**src/rtl/data_store_buffer_pkg.sv**
```systemverilog
// data_store_buffer_pkg: bus widths, buffer depth, FSM encoding and store entry layout
package data_store_buffer_pkg;
  localparam int ADDR_W   = 32;
  localparam int DATA_W   = 32;
  localparam int STRB_W   = 4;
  localparam int SIZE_W   = 2;
  localparam int SB_DEPTH = 4;
  localparam int ENTRY_W  = ADDR_W + DATA_W + STRB_W + SIZE_W;
  typedef enum logic [1:0] {IDLE, W_REQ, W_WAIT, R_WAIT} sb_state_t;
  typedef struct packed {
    logic [ADDR_W-1:0] addr;
    logic [DATA_W-1:0] wdata;
    logic [STRB_W-1:0] wstrb;
    logic [SIZE_W-1:0] size;
  } sb_entry_t;
endpackage

```
**src/rtl/data_store_buffer_sb_fifo.sv**
```systemverilog
// sb_fifo: DEPTH-entry store queue with wrapping pointers and occupancy count
module sb_fifo import data_store_buffer_pkg::*; #(
  parameter int DEPTH = SB_DEPTH,
  parameter int W     = ENTRY_W
) (
  input  logic                     aclk,
  input  logic                     aresetn,
  input  logic                     push,
  input  logic                     pop,
  input  logic [W-1:0]             din,
  output logic [W-1:0]             dout,
  output logic                     full,
  output logic                     empty,
  output logic [$clog2(DEPTH):0]   count
);
  localparam int AW = $clog2(DEPTH);
  logic [W-1:0] ram [DEPTH];
  logic [AW-1:0] wp, rp;
  // entry storage needs no reset; only pointers and count carry state
  always_ff @(posedge aclk)
    if (push) ram[wp] <= din;
  // pointers wrap naturally at a power-of-two depth; push+pop leaves count unchanged
  always_ff @(posedge aclk or negedge aresetn)
    if (!aresetn) begin
      wp    <= '0;
      rp    <= '0;
      count <= '0;
    end else begin
      if (push) wp <= wp + AW'(1);
      if (pop) rp <= rp + AW'(1);
      count <= count + (AW+1)'(push) - (AW+1)'(pop);
    end
  assign dout  = ram[rp];
  assign full  = count == (AW+1)'(DEPTH);
  assign empty = count == '0;
endmodule

```
**src/rtl/data_store_buffer.sv**
```systemverilog
// data_store_buffer: posts stores into a FIFO and drains them ahead of pass-through loads
module data_store_buffer import data_store_buffer_pkg::*; #(
  parameter int DEPTH = SB_DEPTH
) (
  input  logic              aclk,
  input  logic              aresetn,
  input  logic              cpu_req,
  input  logic              cpu_wr,
  input  logic [SIZE_W-1:0] cpu_size,
  input  logic [STRB_W-1:0] cpu_wstrb,
  input  logic [ADDR_W-1:0] cpu_addr,
  input  logic [DATA_W-1:0] cpu_wdata,
  output logic              cpu_addr_ok,
  output logic              cpu_data_ok,
  output logic [DATA_W-1:0] cpu_rdata,
  output logic              mem_req,
  output logic              mem_wr,
  output logic [SIZE_W-1:0] mem_size,
  output logic [STRB_W-1:0] mem_wstrb,
  output logic [ADDR_W-1:0] mem_addr,
  output logic [DATA_W-1:0] mem_wdata,
  input  logic              mem_addr_ok,
  input  logic              mem_data_ok,
  input  logic [DATA_W-1:0] mem_rdata
);
  localparam int CW = $clog2(DEPTH) + 1;
  sb_state_t state, state_nxt;
  sb_entry_t head, entry_in;
  logic [CW-1:0] count;
  logic full, empty, push, pop, ack_q, load_win, rd_done;
  assign entry_in = '{addr: cpu_addr, wdata: cpu_wdata, wstrb: cpu_wstrb, size: cpu_size};
  sb_fifo #(.DEPTH(DEPTH), .W(ENTRY_W)) u_fifo (
    .aclk    (aclk),
    .aresetn (aresetn),
    .push    (push),
    .pop     (pop),
    .din     (entry_in),
    .dout    (head),
    .full    (full),
    .empty   (empty),
    .count   (count)
  );
  // acceptance, acknowledgement and memory-side mux; reset gates the combinational handshakes
  always_comb begin
    load_win    = state == IDLE && empty && !ack_q && !cpu_wr;
    rd_done     = state == R_WAIT && mem_data_ok;
    push        = aresetn && cpu_req && cpu_wr && !full && state != R_WAIT;
    pop         = state == W_WAIT && mem_data_ok;
    cpu_addr_ok = push || (aresetn && load_win && cpu_req && mem_addr_ok);
    cpu_data_ok = ack_q || rd_done;
    cpu_rdata   = rd_done ? mem_rdata : '0;
    mem_req     = state == W_REQ || (aresetn && load_win && cpu_req);
    mem_wr      = state == W_REQ;
    mem_size    = load_win ? cpu_size  : head.size;
    mem_wstrb   = load_win ? cpu_wstrb : head.wstrb;
    mem_addr    = load_win ? cpu_addr  : head.addr;
    mem_wdata   = load_win ? cpu_wdata : head.wdata;
  end
  // draining buffered stores takes priority over starting a load
  always_comb begin
    state_nxt = state;
    case (state)
      IDLE:   state_nxt = count != '0 ? W_REQ : (load_win && cpu_req && mem_addr_ok) ? R_WAIT : IDLE;
      W_REQ:  state_nxt = mem_addr_ok ? W_WAIT : W_REQ;
      W_WAIT: state_nxt = mem_data_ok ? IDLE : W_WAIT;
      R_WAIT: state_nxt = mem_data_ok ? IDLE : R_WAIT;
    endcase
  end
  // state register and the one-cycle store acknowledgement
  always_ff @(posedge aclk or negedge aresetn)
    if (!aresetn) begin
      state <= IDLE;
      ack_q <= 1'b0;
    end else begin
      state <= state_nxt;
      ack_q <= push;
    end
endmodule

```
**config.mk**
```make
export PLATFORM = sky130hd
export DESIGN_NAME = data_store_buffer
export DESIGN_NICKNAME = d
export VERILOG_FILES = /design/src/rtl/data_store_buffer_pkg.sv /design/src/rtl/data_store_buffer_sb_fifo.sv /design/src/rtl/data_store_buffer.sv
export SDC_FILE = /design/constraint.sdc
export NUM_CORES = 1
export LEC_CHECK = 0
export BUFFER_PORTS_ARGS = -buffer_cell sky130_fd_sc_hd__buf_2
export CAP_MARGIN = 20
export CELL_PAD_IN_SITES_DETAIL_PLACEMENT = 2
export CELL_PAD_IN_SITES_GLOBAL_PLACEMENT = 2
export CORE_ASPECT_RATIO = 1.2
export CORE_MARGIN = 2
export CORE_UTILIZATION = 44
export CTS_BUF_LIST = sky130_fd_sc_hd__clkbuf_4
export DETAILED_ROUTE_END_ITERATION = 10
export GPL_TIMING_DRIVEN = 0
export PLACE_DENSITY_LB_ADDON = 0.15
export SYNTH_ARGS = -nofsm -noshare
export SYNTH_HDL_FRONTEND = slang
export SYNTH_SLANG_ARGS = --single-unit
```
**constraint.sdc**
```tcl
create_clock -name aclk -period 3.8 [get_ports aclk]
set_clock_uncertainty 0.1 [all_clocks]
set_input_delay 0.19 -clock aclk [delete_from_list [all_inputs] [get_ports aclk]]
set_output_delay 0.19 -clock aclk [all_outputs]
set_load 0.01 [all_outputs]
```
==> summary.md, run 1 <==
| Metric | Value |
|---|---|
| Drt pass-1 iters | 4 |
| Post-synth top area share | 69.95% |
| Kind of critical path | register to output port |
| Warnings, synthesis | 0 |
| Pin count of the biggest net entering global routing | 40 |
| Hold crit path type | primary input to register |
| Final min period | 3285 ps |
| Reg2Reg Capture Point | u_fifo.ram[0][32]$_DFFE_PP_ |
| Multi-input gate area | 3189 sq um |
| Post-synth net total | 649 |
| H-tree depth | 3 |
| Relative slew slack | 47.46% |
| Die span in y | 185.1 microns |
| Max-Cap Viols | 0 |
| Logic pwr share | 34.7% |
| Sequential Area | approximately 8700 sq um |
| Yosys top cell by area | edfxtp_1 |
| Die Width | 154.9 microns |
| Mapped cell area | 12,020 sq um |
| Status | complete, no violations |
| Core area | between 20,000 and 30,000 sq um |
| Fillers | 2,340 |
| Clock latency on the worst-skew pair | 700 ps |
| Worst R2R Start | state[1]$_DFF_PN0_ |
| Psw | a little over 3 mW |
| Final setup TNS | 0 ps |
| Netlist cell types | 33 |
| Register area share after synthesis | between 70% and 80% |
| TritonCTS Buffers | 75 |
| Root Driver | clkbuf_4 |
| Initial Utilization | 44.51% |
| Clock power share | 26.8% |
| Post-CTS Setup Bufs | 0 |
| Share of layout cells above drive strength 1 | a little over half |
| FF-to-FF setup slack | 1060 ps |
| Endpoint class of the critical path | output port |
| Cells after synthesis | between 500 and 600 |
| Worst Max-Slew Pin Slew | ~800 ps |
| Vias per inst | 5.236 |
| CTS Buffer Depth | 3 |
| Switching share of power | 30.28% |
| Max-slew violation count | 0 |
| Die area | around 29,000 sq um |
| Pwr Density | between 600 and 700 nW/um^2 |
| Worst-path fanout max | 10 |
| Post-synth EDFFs | 280 |
| Post-synth ARST share | around 3.4% |
| Leak | 5.950 nW |
| Synth-to-Final Area Change | 27.48% |
| Ports | 214 |
| CTS resizes | 0 |
| Total Wirelength | roughly 32 mm |
| Tot GR Track Use | between 20% and 30% |
| Hold EP | u_fifo.ram[2][35]$_DFFE_PP_ |
| Ys flop type | edfxtp_1 |
| Worst-path clk slew | 70 ps |
| Core Rows | 66 |
| Crit path required time | 3510 ps |
| Pint | 6.959 mW |
| CTS tree | done |
| Final hold violation count | 0 |
| Synthesized flop and latch total | 290 |
| # nets final | about 1,000 |
| Antenna-violating nets left | 0 |
| Final setup viols | 0 |
| Pre-CTS WS | 1093 ps |
| Hold Crit Depth | 2 |
| Final GP Congestion | ~0.85 |
| Worst Setup Start Kind | register |
| Initial antenna violation count | 4 |
| Worst hold start | cpu_wdata[29] |
| WL/cell | between 20 and 25 microns |
| Post-DP HPWL | roughly 19 mm |
| Sink Count | 290 |
| Via count | 6,776 |
| Post-Syn Area per Cell | ~23 sq um |
| Critical Path AT | 2990 ps |
| Cell with the most instances after synthesis | edfxtp_1 |
| RSZ-0062 raised after global routing | no |
| First-pass GRT wire length | 48.07 mm |
| Final setup margin | 515.1 ps |
| GR Overflow Total | 0 |
| PortBufs | 213 |
| R2R depth | 3 |
| Area contributors post-synth | edfxtp_1 (70%), mux4_2 (13%), mux2_4 (8.7%), dfrtp_1 (2.1%), and2_1 (1.9%) |
| Reg power frac | 38.5% |
| Number of global-route vias before repair | 8,013 |
| Remaining DRCs | 0 |
| Peak supply drop | 0.0002913 V |
| Starting DRT DRC Count | 285 |
| Post-route clock period utilization | 86.44% |
| Highest Clock Rate | 0.3044 GHz |
| Commonest cells post-synth | edfxtp_1 (280), mux2_4 (70), mux4_2 (70) |
## worst max-delay path, stage by stage (launching register included)
cell and delay (ps):
dfrtp_1 330, clkbuf_1 460, clkbuf_1 660, mux4_2 420
mux2_4 280, buf_2 140
## timing repair
action | CTS | global route
hold endpoints to repair | 297 | 0
endpoints found under the setup margin | 0 | 0
hold buffers | 78 | 0
## registers in the layout (all words and copies together), names as in the netlist
signal / count
state: 2
u_fifo.wp: 2
u_fifo.rp: 2
u_fifo.count: 3
u_fifo.ram: 280
ack_q: 1
## cells by family after synthesis
| kind of cell | count (synthesis) | share of synthesized area (%) |
|---|---|---|
| muxes | 141 | 21.95 |
| AOI/OAI and AO/OA | 8 | 0.5830 |
| DFF | 290 | 72.03 |
| adders and majority gates | 7 | 0.7911 |
| buffers and inverters | 32 | 1.520 |
| xor gates and xnor gates | 5 | 0.3643 |
| and+or+nand+nor | 51 | 2.759 |
## per-layer routing
metal	GRT usage, %	vias to the layer above	routed length, microns
met5	0	-	0
met4	7.519	0	592
met3	5.686	52	1579
met2	41.55	237	17240
met1	26.12	3506	12440
li1	-	2981	-
## through the flow
step	utilization [%]	instances	hold WS (ps)	total power, mW	instance area (sq um)
after floorplan	-	534	-205.6	6.159	12020
after global placement	50.04	1087	-17.07	7.142	13510
after detailed placement	50.48	1091	-7.859	7.312	13630
after CTS	56.71	1290	94.76	10.10	15310
after global routing	56.75	1294	125.9	10.51	15320
final	56.75	1294	162.4	9.981	15320
## area by class of cell
class                           count  share of cell area, %
Multi-Input combinational cell    212                  20.81
Inverter                            6                 0.1470
Clock inverter                      9                 0.3919
Clock buffer                      112                  5.487
Tap cell                          340                  2.776
Sequential cell                   290                  56.50
Antenna cell                        4                0.06532
Buffer                             26                  1.045
Timing Repair Buffer              295                  12.77
## layout by cell type, fill, tap and decap left out, types with 6 or more instances in the layout
cell type,instances
buf_6,7
inv_1,6
clkinv_1,8
edfxtp_1,280
dfrtp_1,10
mux2_4,70
mux4_2,70
clkbuf_1,11
buf_2,221
ha_1,6
dlygate4sd3_1,78
and2_1,32
clkbuf_4,112
## power by group through the flow
stage | logic (mW) | clock network [mW] | registers, mW
2_1_floorplan | 2.29 | 0 | 3.87
3_3_place_gp | 3.25 | 0 | 3.90
3_5_place_dp | 3.41 | 0 | 3.90
4_1_cts | 3.52 | 2.74 | 3.84
5_1_grt | 3.72 | 2.93 | 3.86
6_report | 3.46 | 2.68 | 3.84
## worst max-delay path by stage
| stage | slack, ps | depth (start not counted) | end | start |
|---|---|---|---|---|
| after floorplan | 620 | 2 | u_fifo.ram[0][0]$_DFFE_PP_ | state[0]$_DFF_PN0_ |
| after global placement | -980 | 4 | u_fifo.ram[0][62]$_DFFE_PP_ | aresetn |
| after detailed placement | 1090 | 5 | u_fifo.ram[0][42]$_DFFE_PP_ | aresetn |
| after CTS | 460 | 5 | mem_addr[28] | u_fifo.rp[1]$_DFFE_PN0P_ |
| after global routing | 350 | 5 | mem_wdata[29] | u_fifo.rp[1]$_DFFE_PN0P_ |
| final | 520 | 5 | mem_wdata[29] | u_fifo.rp[1]$_DFFE_PN0P_ |
No activity file was read; power rests on OpenSTA's default activity.
==> inputs of run 2 (changes only) <==
- MAX_ROUTING_LAYER: default -> met4
==> summary.md, run 2 (same netlist as run 1, synthesis figures left out) <==
| Metric | Value |
|---|---|
| Final GP Congestion | 0.8625 (+1.6%) |
| H-tree depth | 3 (unchanged) |
| GR Overflow Total | 0 (unchanged) |
| Crit path buffers/inverters | 3 (unchanged) |
| PortBufs | 213 (unchanged) |
| Synth-to-Final Area Change | 27.48% (unchanged) |
| Root Driver | clkbuf_4 |
| Logic pwr share | 34.6% (about the same) |
| Die span in y | 185.1 microns (unchanged) |
| Initial antenna violation count | 4 (unchanged) |
| Final min period | 3274 ps (-10.40 ps) |
| Core Rows | 66 (unchanged) |
| Critical path's top delay family | buffers and inverters |
| Endpoint class of the critical path | output port |
| CTS resizes | 0 (unchanged) |
| Via count | 6,784 (+0.12%) |
| Pin count of the biggest net entering global routing | 40 (unchanged) |
| Pre-CTS WS | 1093 ps (unchanged) |
| Reg power frac | 38.6% (about the same) |
| Slowest-stage cell, CP | clkbuf_1 |
| Starting DRT DRC Count | 307 (+7.7%) |
| Pwr Density | 650.4 nW/um^2 (-0.15%) |
| Initial Utilization | 44.51% (unchanged) |
| WL/cell | 24.56 microns (-0.21%) |
| Hold_ws | 164.3 ps (+1.966 ps) |
| Drt pass-1 iters | 5 (+1) |
| Tot GR Track Use | 23.44% (+0.70 points) |
| Largest Register | u_fifo.ram |
| Final hold violation count | 0 (unchanged) |
| Leak | 5.950 nW (unchanged) |
| First-pass GRT wire length | 48.02 mm (about the same) |
| Worst Setup Start Kind | register |
| Core area | 27,000 sq um (unchanged) |
| Sink Count | 290 (unchanged) |
| Peak supply drop | 0.0002911 V (about the same) |
| Post-DP HPWL | 19.10 mm (unchanged) |
| Clock power share | 26.8% (about the same) |
| Die Width | 154.9 microns (unchanged) |
| Largest register FFs | 280 (unchanged) |
| TritonCTS Buffers | 75 (unchanged) |
| Pint | 6.959 mW (about the same) |
| Critical Path AT | 2980 ps (about the same) |
| Clock latency on the worst-skew pair | 700 ps (about the same) |
| Vias per inst | 5.243 (+0.12%) |
| Switching share of power | 30.17% (-0.10 points) |
| Remaining DRCs | 0 (unchanged) |
| Ports | 214 (unchanged) |
| Worst-path clk slew | 60 ps (about the same) |
| Worst Max-Slew Pin Slew | 784.8 ps (-3.247 ps) |
| FF-to-FF setup slack | 1070 ps (about the same) |
| Post-route clock period utilization | 86.17% (-0.27 points) |
| Max-Cap Viols | 0 (unchanged) |
| Crit path required time | 3510 ps (about the same) |
| Biggest regs | u_fifo.ram (280), u_fifo.count (3) |
| Most frequent cells in the layout | edfxtp_1 (280), buf_2 (221), clkbuf_4 (112) |
| Critical path, cell by cell | clkbuf_1 > clkbuf_1 > mux4_2 > mux2_4 > buf_2 |
| Slowest stage delay, CP | 660 ps (about the same) |
| Highest Clock Rate | 0.3054 GHz (+0.32%) |
| Psw | 3.007 mW (-0.49%) |
| Number of global-route vias before repair | 7,987 (-0.32%) |
| Post-CTS Setup Bufs | 0 (unchanged) |
| CTS tree | done |
| Relative slew slack | 47.68% (+0.22 points) |
| RSZ-0062 raised after global routing | no |
| Top cell by count, worst path | clkbuf_1 |
| Die area | 28,660 sq um (unchanged) |
| Share of layout cells above drive strength 1 | 52.00% (unchanged) |
| Kind of critical path | register to output port |
| Status | complete, no violations |
| Worst-path fanout max | 10 (unchanged) |
| Hold crit path type | primary input to register |
| CTS Buffer Depth | 3 (unchanged) |
| Commonest non-fill, non-tap cell in the layout | edfxtp_1 |
| Final setup viols | 0 (unchanged) |
| # nets final | 1,021 (unchanged) |
| Final setup margin | 525.5 ps (+10.40 ps) |
| Antenna-violating nets left | 0 (unchanged) |
| Total Wirelength | 31.78 mm (-0.21%) |
| Max-slew violation count | 0 (unchanged) |
[run 2: worst register-to-register path, cell delays in order, from the launching register on]
cell and delay [ps]:
dfrtp_1 510, a221oi_2 740, and2_4 670, buf_16 330
[run 2: final cells by class]
cell class                 count  area (sq um)
antenna                        4         10.01
buffer                        26         160.2
clock buffer                 112         840.8
clock inverter                 9         60.06
fill                        2340         11680
inverter                       6         22.52
multi-input combinational    212          3189
sequential                   290          8658
tap                          340         425.4
timing repair buffer         295          1957
[run 2: final timing paths]
kind | start | endpoint | cells past startpoint
min reg2reg | u_fifo.wp[1]$_DFFE_PN0P_ | u_fifo.wp[1]$_DFFE_PN0P_ | 1
max | u_fifo.rp[1]$_DFFE_PN0P_ | mem_wdata[28] | 5
max reg2reg | state[1]$_DFF_PN0_ | u_fifo.ram[0][32]$_DFFE_PP_ | 3
min | cpu_wdata[22] | u_fifo.ram[2][28]$_DFFE_PP_ | 2
max in group asynchronous | aresetn | state[1]$_DFF_PN0_ | 3
min in group asynchronous | aresetn | u_fifo.count[1]$_DFF_PN0_ | 3
[run 2: power groups by stage]
stage | Clock [mW] | Combinational (mW) | Sequential (mW)
after floorplan | 0 | 2.29 | 3.87
after global placement | 0 | 3.25 | 3.90
after detailed placement | 0 | 3.41 | 3.90
after CTS | 2.74 | 3.52 | 3.84
after global routing | 2.93 | 3.72 | 3.86
final | 2.67 | 3.45 | 3.84
[run 2: repair_timing]
action	CTS	global route
hold buffers	78	0
endpoints found under the setup margin	0	0
hold endpoints to repair	297	0
[run 2: metrics by stage]
stage	setup TNS (ps)	instance area [sq um]	cells	util (%)	total power [mW]
6_report	0	15320	1294	56.75	9.966
5_1_grt	0	15320	1294	56.75	10.51
4_1_cts	0	15310	1290	56.71	10.10
3_5_place_dp	0	13630	1091	50.48	7.312
3_3_place_gp	-271170	13510	1087	50.04	7.142
2_1_floorplan	0	12020	534	-	6.159
[run 2: per-layer routing]
metal	up-vias	GRT usage (%)	share of wire [%]
met5	-	-	0
met4	0	7.519	1.9
met3	55	5.405	5.1
met2	241	41.69	54
met1	3505	26.23	39
li1	2983	-	-
==> inputs of run 3 (changes only) <==
- ABC_AREA: default -> 1
- CORE_UTILIZATION: 44 -> 24
==> summary.md, run 3 <==
| Metric | Value |
|---|---|
| Tot GR Track Use | 16.19% (-7.2 points) |
| Post-synth ARST share | 3.448% (unchanged) |
| Post-placement cell count | 2,344 (+110%) |
| Final Non-Filler Cells | 2,562 (+98%) |
| Crit path required time | 3510 ps (about the same) |
| Final min period | 3254 ps (-20.98 ps) |
| Post-DP HPWL | 29.73 mm (+56%) |
| Remaining DRCs | 0 (unchanged) |
| Largest Register | u_fifo.ram |
| Worst Max-Slew Pin Slew | 690.0 ps (-94.78 ps) |
| Endpoint class of the critical path | output port |
| Peak supply drop | 0.0001903 V (-35%) |
| Yosys top cell by area | edfxtp_1 |
| Worst-path clk slew | 60 ps (about the same) |
| Starting DRT DRC Count | 288 (-6.2%) |
| Post-synth net total | 1,514 (+130%) |
| Critical Path AT | 2960 ps (-20 ps) |
| Initial Utilization | 24.28% (-20 points) |
| # nets final | 1,898 (+86%) |
| GR Overflow Total | 0 (unchanged) |
| Post-CTS Setup Bufs | 0 (unchanged) |
| Mapped cell area | 13,310 sq um (+11%) |
| Total Wirelength | 44.20 mm (+39%) |
| Post-route clock period utilization | 85.62% (-0.55 points) |
| Ys flop type | edfxtp_1 |
| Post-synth top area share | 63.19% (-6.8 points) |
| CTS Hold Bufs | 79 (+1.3%) |
| Status | complete, no violations |
| Power, Total | 11.26 mW (+13%) |
| Largest register FFs | 280 (unchanged) |
| Worst-path fanout max | 10 (unchanged) |
| Die Width | 218.9 microns (+41%) |
| Hold_ws | 102.6 ps (-61.70 ps) |
| Biggest regs | u_fifo.ram (280), u_fifo.count (3) |
| Die area | 57,350 sq um (+100%) |
| CTS Buffer Depth | 3 (unchanged) |
| Fillers | 6,233 (+170%) |
| Final setup viols | 0 (unchanged) |
| Vias per inst | 4.195 (-20%) |
| Antenna-violating nets left | 0 (unchanged) |
| Kind of critical path | register to output port |
| Post-synth EDFFs | 280 (unchanged) |
| RSZ-0062 raised after global routing | no |
| Root Driver | clkbuf_4 |
| Relative slew slack | 53.89% (+6.2 points) |
| Cell with the most instances after synthesis | nand2_1 |
| Post-Syn Area per Cell | 9.511 sq um (-58%) |
| Most frequent cells in the layout | nand2_1 (506), edfxtp_1 (280), buf_2 (250) |
| CTS resizes | 0 (unchanged) |
| Leak | 7.942 nW (+33%) |
| Max-Cap Viols | 0 (unchanged) |
| Die span in y | 261.9 microns (+42%) |
| First-pass GRT wire length | 67.54 mm (+41%) |
| Ports | 214 (unchanged) |
| Register area share after synthesis | 65.07% (-7.0 points) |
| PortBufs | 213 (unchanged) |
| Max-slew violation count | 0 (unchanged) |
| Initial antenna violation count | 4 (unchanged) |
| Synth-to-Final Area Change | 30.07% |
| Final hold violation count | 0 (unchanged) |
| Hold crit path type | primary input to register |
| Number of global-route vias before repair | 12,080 (+51%) |
| Share of layout cells above drive strength 1 | 24.66% (-27 points) |
| Sink Count | 290 (unchanged) |
| TritonCTS Buffers | 78 (+4.0%) |
| Highest Clock Rate | 0.3074 GHz (+0.65%) |
| Netlist cell types | 24 (-27%) |
| Core area | 54,810 sq um (+100%) |
| Area contributors post-synth | edfxtp_1 (63%), nand2_1 (14%), inv_1 (5.4%), nor2_1 (5.2%), nand3_1 (2.8%) |
| Pin count of the biggest net entering global routing | 24 (-40%) |
| WL/cell | 17.25 microns (-30%) |
| Drt pass-1 iters | 4 (-1) |
| H-tree depth | 3 (unchanged) |
| Commonest cells post-synth | nand2_1 (506), edfxtp_1 (280), inv_1 (191) |
| Cells after synthesis | 1,399 (+160%) |
| Commonest non-fill, non-tap cell in the layout | nand2_1 |
| Clock latency on the worst-skew pair | 730 ps (+30 ps) |
| Synthesized flop and latch total | 290 (unchanged) |
| CTS tree | done |
| Worst Setup Start Kind | register |
| Warnings, synthesis | 0 (unchanged) |
| Final GP Congestion | 0.6982 (-19%) |
| Pwr Density | 650.4 nW/um^2 (about the same) |
| Via count | 10,750 (+58%) |
| Core Rows | 94 (+42%) |
==> run 3: cell types whose count changed in the layout (fill, tap and decap cells not counted), sizes merged, moves of 40 or more <==
cell	previous run	this run
buf	232	272
inv	6	195
mux2	71	0
mux4	70	0
nand2	3	506
nand3	2	75
nor2	1	185
or2	1	70
==> run 3: worst max-delay path: stages, from the launching register on <==
cell     delay, ps
dfrtp_1        430
nor2_1         160
nand2_1        120
nor2_4         510
inv_2          360
buf_4          310
nand2_1        120
nand2_1         60
buf_2          140
==> run 3: area by class of cell <==
cell class | count | area (sq um) | share of cell area [%]
antenna | 5 | 12.51 | 0.07230
buffer | 64 | 352.8 | 2.039
clock buffer | 113 | 848.3 | 4.902
clock inverter | 21 | 112.6 | 0.6507
inverter | 193 | 724.4 | 4.186
multi-input combinational | 852 | 3600 | 20.80
sequential | 290 | 8658 | 50.03
tap | 720 | 900.9 | 5.205
timing repair buffer | 304 | 2097 | 12.12
==> run 3: cell families (layout without fill, tap and decap cells) <==
logic type      Yosys count  count (layout)  synth area share [%]
compound gates            5               5                0.1974
xor+xnor                  3               3                0.1975
fa+ha+maj                 7               7                0.7147
buf+inv                 257             695                 8.097
flops                   290             290                 65.07
other cells               0               5                     0
simple gates            837             837                 25.72
==> run 3: worst paths after layout <==
check                                          from                          end  slack, ps  cells past startpoint
max                              state[1]$_DFF_PN0_                mem_wdata[12]        550                      8
min                                    cpu_wstrb[2]   u_fifo.ram[3][4]$_DFFE_PP_        100                      2
max reg2reg                      state[1]$_DFF_PN0_  u_fifo.ram[1][10]$_DFFE_PP_       1170                      7
min reg2reg                u_fifo.wp[0]$_DFFE_PN0P_     u_fifo.wp[0]$_DFFE_PN0P_        440                      2
max in group asynchronous                   aresetn     u_fifo.wp[0]$_DFFE_PN0P_       2710                      3
min in group asynchronous                   aresetn    u_fifo.count[1]$_DFF_PN0_        510                      3
==> run 3: power breakdown <==
part | total, mW | switching (mW) | internal, mW
Sequential | 3.79 | 0.0697 | 3.72
Clock | 2.74 | 1.31 | 1.43
Combinational | 4.73 | 3.11 | 1.62
==> run 3: through the flow <==
| step | setup TNS [ps] | util (%) | setup WS, ps | cell area (sq um) |
|---|---|---|---|---|
| floorplan | -161690 | - | -577.5 | 13310 |
| global placement | -1182660 | 27.87 | -4431 | 15270 |
| detailed placement | 0 | 28.36 | 989.4 | 15540 |
| CTS | 0 | 31.55 | 338.0 | 17290 |
| global route | 0 | 31.58 | 301.4 | 17310 |
| finish | 0 | 31.58 | 546.5 | 17310 |
==> run 3: routing by layer <==
layer  track usage, %  share of wire (%)  vias to the layer above
li1                 -                  -                     5180
met1            18.29                 43                     5283
met2            28.92                 52                      218
met3            3.102                4.1                       67
met4            4.899                1.8                        0
met5                -                  0                        -
